===== src/rtl/ahb2apb_bridge_mslv.sv =====
// AHB-Lite slave to multi-slave APB master bridge with address decode,
// pready wait states, pslverr/decode-miss/timeout ERROR responses.
module ahb2apb_bridge_mslv #(
  parameter int unsigned ADDR_W      = 32,
  parameter int unsigned DATA_W      = 32,
  parameter int unsigned NUM_SLV     = 4,
  parameter int unsigned SLV_SEL_LSB = 12,
  parameter logic [ADDR_W-1:0] BASE_ADDR = 'h4000_0000,
  parameter int unsigned TIMEOUT     = 16
) (
  input  logic                      hclk,
  input  logic                      hreset,
  input  logic                      hsel,
  input  logic [1:0]                htrans,
  input  logic                      hwrite,
  input  logic [ADDR_W-1:0]         haddr,
  input  logic [DATA_W-1:0]         hwdata,
  input  logic                      hready_in,
  output logic                      hready_out,
  output logic                      hresp,
  output logic [DATA_W-1:0]         hrdata,
  output logic [NUM_SLV-1:0]        psel,
  output logic                      penable,
  output logic                      pwrite,
  output logic [ADDR_W-1:0]         paddr,
  output logic [DATA_W-1:0]         pwdata,
  input  logic [NUM_SLV*DATA_W-1:0] prdata,
  input  logic [NUM_SLV-1:0]        pready,
  input  logic [NUM_SLV-1:0]        pslverr
);

  localparam int unsigned SEL_W = $clog2(NUM_SLV);
  localparam int unsigned CNT_W = (TIMEOUT > 0) ? $clog2(TIMEOUT + 1) : 1;
  localparam int unsigned TAG_LSB = SLV_SEL_LSB + SEL_W;

  typedef enum logic [2:0] {
    S_IDLE, S_WDATA, S_SETUP, S_ACCESS, S_DONE, S_ERR1, S_ERR2
  } state_e;

  state_e              state_q, state_d;
  logic [SEL_W-1:0]    idx_q;
  logic [CNT_W-1:0]    cnt_q;
  logic [DATA_W-1:0]   hrdata_q;
  logic [ADDR_W-1:0]   paddr_q;
  logic [DATA_W-1:0]   pwdata_q;
  logic                pwrite_q;

  logic                accept_st, accept, hit, take;
  logic [SEL_W-1:0]    haddr_idx;
  logic                sel_ready, sel_err, tmo;

  assign accept_st = (state_q == S_IDLE) || (state_q == S_DONE) || (state_q == S_ERR2);
  assign accept    = accept_st & hsel & htrans[1] & hready_in;
  assign haddr_idx = haddr[SLV_SEL_LSB +: SEL_W];
  // A tag match alone is not enough when NUM_SLV is not a power of two.
  assign hit       = (haddr[ADDR_W-1:TAG_LSB] == BASE_ADDR[ADDR_W-1:TAG_LSB]) &&
                     (32'(haddr_idx) < NUM_SLV);
  assign take      = accept & hit;
  assign sel_ready = pready[idx_q];
  assign sel_err   = pslverr[idx_q];
  assign tmo       = (TIMEOUT != 0) && ((32'(cnt_q) + 32'd1) == TIMEOUT);

  always_ff @(posedge hclk) begin
    if (hreset) state_q <= S_IDLE;
    else        state_q <= state_d;
  end

  always_comb begin
    state_d = state_q;
    unique case (state_q)
      S_IDLE, S_DONE, S_ERR2: begin
        if (accept) begin
          if (!hit)        state_d = S_ERR1;
          else if (hwrite) state_d = S_WDATA;
          else             state_d = S_SETUP;
        end else begin
          state_d = S_IDLE;
        end
      end
      S_WDATA:  state_d = S_SETUP;
      S_SETUP:  state_d = S_ACCESS;
      S_ACCESS: begin
        if (sel_ready) state_d = sel_err ? S_ERR1 : S_DONE;
        else if (tmo)  state_d = S_ERR1;
      end
      S_ERR1:   state_d = S_ERR2;
      default:  state_d = S_IDLE;
    endcase
  end

  always_comb begin
    hready_out = 1'b1;
    hresp      = 1'b0;
    psel       = '0;
    penable    = 1'b0;
    unique case (state_q)
      S_WDATA:  hready_out = 1'b0;
      S_SETUP: begin
        hready_out = 1'b0;
        psel[idx_q] = 1'b1;
      end
      S_ACCESS: begin
        hready_out = 1'b0;
        psel[idx_q] = 1'b1;
        penable    = 1'b1;
      end
      S_ERR1: begin
        hready_out = 1'b0;
        hresp      = 1'b1;
      end
      S_ERR2:   hresp = 1'b1;
      default: ;
    endcase
  end

  always_ff @(posedge hclk) begin
    if (hreset) begin
      idx_q    <= '0;
      cnt_q    <= '0;
      hrdata_q <= '0;
      paddr_q  <= '0;
      pwdata_q <= '0;
      pwrite_q <= 1'b0;
    end else begin
      if (take) begin
        idx_q    <= haddr_idx;
        paddr_q  <= haddr;
        pwrite_q <= hwrite;
      end
      if (state_q == S_WDATA) pwdata_q <= hwdata;
      if (state_q == S_ACCESS) cnt_q <= cnt_q + 1'b1;
      else                     cnt_q <= '0;
      if ((state_q == S_ACCESS) && sel_ready && !sel_err && !pwrite_q)
        hrdata_q <= prdata[32'(idx_q)*DATA_W +: DATA_W];
    end
  end

  assign hrdata = hrdata_q;
  assign paddr  = paddr_q;
  assign pwdata = pwdata_q;
  assign pwrite = pwrite_q;

endmodule


===== config.mk =====
export PLATFORM = sky130hd
export DESIGN_NAME = ahb2apb_bridge_mslv
export DESIGN_NICKNAME = d
export VERILOG_FILES = /design/src/rtl/ahb2apb_bridge_mslv.sv
export SDC_FILE = /design/constraint.sdc
export NUM_CORES = 1
export LEC_CHECK = 0
export CORE_AREA = 2 2 120 122
export DETAILED_ROUTE_END_ITERATION = 8
export DIE_AREA = 0 0 122 124
export PLACE_DENSITY = 0.86
export SLEW_MARGIN = 20
export SYNTH_ARGS = -nofsm -noshare
export SYNTH_HDL_FRONTEND = slang
export SYNTH_SLANG_ARGS = --single-unit

===== constraint.sdc =====
create_clock -name hclk -period 2.6 [get_ports hclk]
set_input_delay 0.39 -clock hclk [delete_from_list [all_inputs] [get_ports hclk]]
set_output_delay 0.39 -clock hclk [all_outputs]
set_load 0.1 [all_outputs]

==> impl_metrics.ini <==
[synth]
ys_seq_area_frac = 0.459
synth_edf_count = 0
syn-cell-area_um2 = 4580
ys_types = 39
ys_ff_latch = 105
synthFlopType = dfxtp_1
synthCells = 481
async_flop_share = 0
synth_area_per_cell_um2 = 9.52
synth_fp_nets = 689
yosysWarnings = 0

[power_and_ir_drop]
power_switching_w = 0.000935
seqPwrFrac = 0.434
switching_share = 0.246
p_per_area_nw_per_um2 = 476
clkPwrFrac = 0.390
vdd.ir_drop.worst_mv = 0.306
p_comb_frac = 0.177
p_leak_nw = 3.00
power.internal_w = 0.00286
total_power_w = 0.00380

[routing]
vias = 4606
wl_per_cell_um = 16.8
drt_pass1_iterations = 4
wirelength_um = 16100
vias_per_cell = 4.81
detail-route-antenna-nets = 0
drc_errors = 0
drtIter0Drc = 175

[clock_network]
cts_resized = 0
numCtsBuffers = 9
cts_root_buffer = clkbuf_16
cts.clk_slew.worst_paths_ns = 0.07
cts_tree = done
cts.path.max_buffers = 2
hold_buffers = 0
h-tree-depth = 3
postCtsSetupBuffers = 0
cts_sinks = 105
clk_latency_ns = 0.35

[timing]
min_period_ns = 2.35
max_freq_mhz = 425
relSlewSlack = 0.525
finalSetupTns_ns = 0
tightestPinTransition_ns = 0.712
slew_viol_final = 0
finalClockSkew_ns = 0.00711
rsz0062_at_grt = no
hold_violations = 0
fin_crit_sh = 0.905
finalSetupViolCount = 0

[job]
drv_cap = 0

[finish]
final-seq-area_um2 = 2100
syn_to_final_growth_pct = 74.2
nNetsFinal = 981
final_common_cell = clkdlybuf4s50_1
final_area_um2 = 7980
antenna_cells = 0
most-common-layout-cells = clkdlybuf4s50_1 (204), nand2_1 (132), buf_4 (106), dfxtp_1 (103), a21oi_1 (68)
final_util = 0.582
multi_input_area_um2 = 2300
filler_cell_count = 1180
stdcell_count = 958
drive_gt1_frac = 0.233

[setup_path]
crit_family = buffers and inverters
crit_type = register to output pin
worst_setup_path_end_kind = output pin
critical_path_arrival_ns = 1.96
cpPeakStageDelay_ns = 0.60
path_cells = buf_4, and3_2, buf_12
slowest_stage = buf_4
start_kind = register
cp.required_ns = 2.21
path_buf_inv = 2
cp_max_fo = 36

[place]
io_buffers = 309
dp_hpwl_um = 12500
gp_congestion = 0.750
dpl_cell_area_um2 = 7650
dp.cells = 942

[min_path]
hold_class = register to register

[die]
fp.dieW_um = 122
die_h_um = 124
core_um2 = 13700
dieArea_um2 = 15100
ios = 311
rows = 43
initial_core_util = 0.334

[global_route]
grt_busiest_layer = met2
grtUsageMet3 = 0.0499
grtUsageMet1 = 0.235
grt_usage = 0.203
grt_use_met2 = 0.361
antenna_found_initial = 0
grt_max_degree = 37
grt_first_pass_wirelength_um = 23600
grt_pass1_vias = 4396
grt_overflow = 0

[status]
status = complete, no violations
==> logic make-up (layout without fill, tap and decap cells) <==
logic type                 after synthesis  count (layout)  synth area share
and+or+nand+nor                        199             199             0.191
DFF                                    105             105             0.459
AOI/OAI and AO/OA                       80              80            0.0921
muxes                                   49              49             0.200
buffers and inverters                   43             340            0.0481
xor gates and xnor gates                 4               4           0.00765
adders and majority gates                1               1           0.00273
==> cell type report <==
class                   count  area share
repair buffers            319       0.376
multi-input cells         333       0.288
flip-flops and latches    105       0.264
clock buffers              10      0.0299
well taps                 180      0.0282
clock inverters             6      0.0111
inverters                   5     0.00235
==> power by group through the flow <==
stage               logic, W  clock network, W  registers (W)
floorplan           0.000154                 0        0.00182
global placement    0.000663                 0        0.00168
detailed placement  0.000671                 0        0.00168
CTS                 0.000673           0.00153        0.00165
global route        0.000707           0.00160        0.00165
finish              0.000671           0.00148        0.00165
==> synth_stat cells (2+ instances only) <==
cell / count / share of area
buf_6: 4 / 0.0098
a21oi_1: 68 / 0.074
o21ai_0: 4 / 0.0044
mux2i_1: 15 / 0.033
nand3_1: 4 / 0.0044
and2_1: 18 / 0.025
xor2_1: 3 / 0.0057
nor4_1: 4 / 0.0055
nor2_1: 25 / 0.020
nand2_1: 132 / 0.11
or3_1: 2 / 0.0027
a21o_1: 2 / 0.0033
nand2b_1: 2 / 0.0027
buf_2: 10 / 0.011
clkbuf_1: 22 / 0.018
inv_1: 5 / 0.0041
dfxtp_1: 105 / 0.46
mux4_2: 34 / 0.17
nor3_2: 2 / 0.0044
==> state kept, by name, summed over array words and instances, names as in the netlist <==
| name | cells |
|---|---|
| pwdata | 32 |
| hrdata | 32 |
| idx_q | 1 |
| state_q | 3 |
| paddr | 31 |
| cnt_q | 5 |
| pwrite | 1 |
==> layer usage <==
layer  wire length [µm]  share of wire
met1               6270           0.39
met2               8210           0.51
met3               1290          0.080
met4                327          0.020
met5                  0              0
==> final timing paths <==
path                                         startpoint  slack, ns                 endpoint  cells past startpoint
worst max-delay path              idx_q[0]$_SDFFE_PP0P_       0.25                  psel[3]                      3
worst min-delay path            hrdata[14]$_SDFFE_PP0P_       0.45  hrdata[14]$_SDFFE_PP0P_                      2
worst max register to register    idx_q[0]$_SDFFE_PP0P_       0.50  hrdata[15]$_SDFFE_PP0P_                      6
worst min register to register  hrdata[14]$_SDFFE_PP0P_       0.45  hrdata[14]$_SDFFE_PP0P_                      2
==> through the flow <==
step	hold WS, ns	setup slack (ns)
after floorplan	0.441	0.0541
after detailed placement	0.445	0.159
after global placement	0.443	0.192
after CTS	0.457	0.180
after global routing	0.469	0.0830
final	0.454	0.246
==> worst reg2reg max path, cell delays in order, from the launching register on <==
cell	delay (ns)
dfxtp_2	0.44
mux4_2	0.54
nand2b_1	0.22
or3_1	0.32
buf_4	0.25
nand2_1	0.13
a21oi_1	0.07
Note: power is estimated with default switching activity, not from simulation.
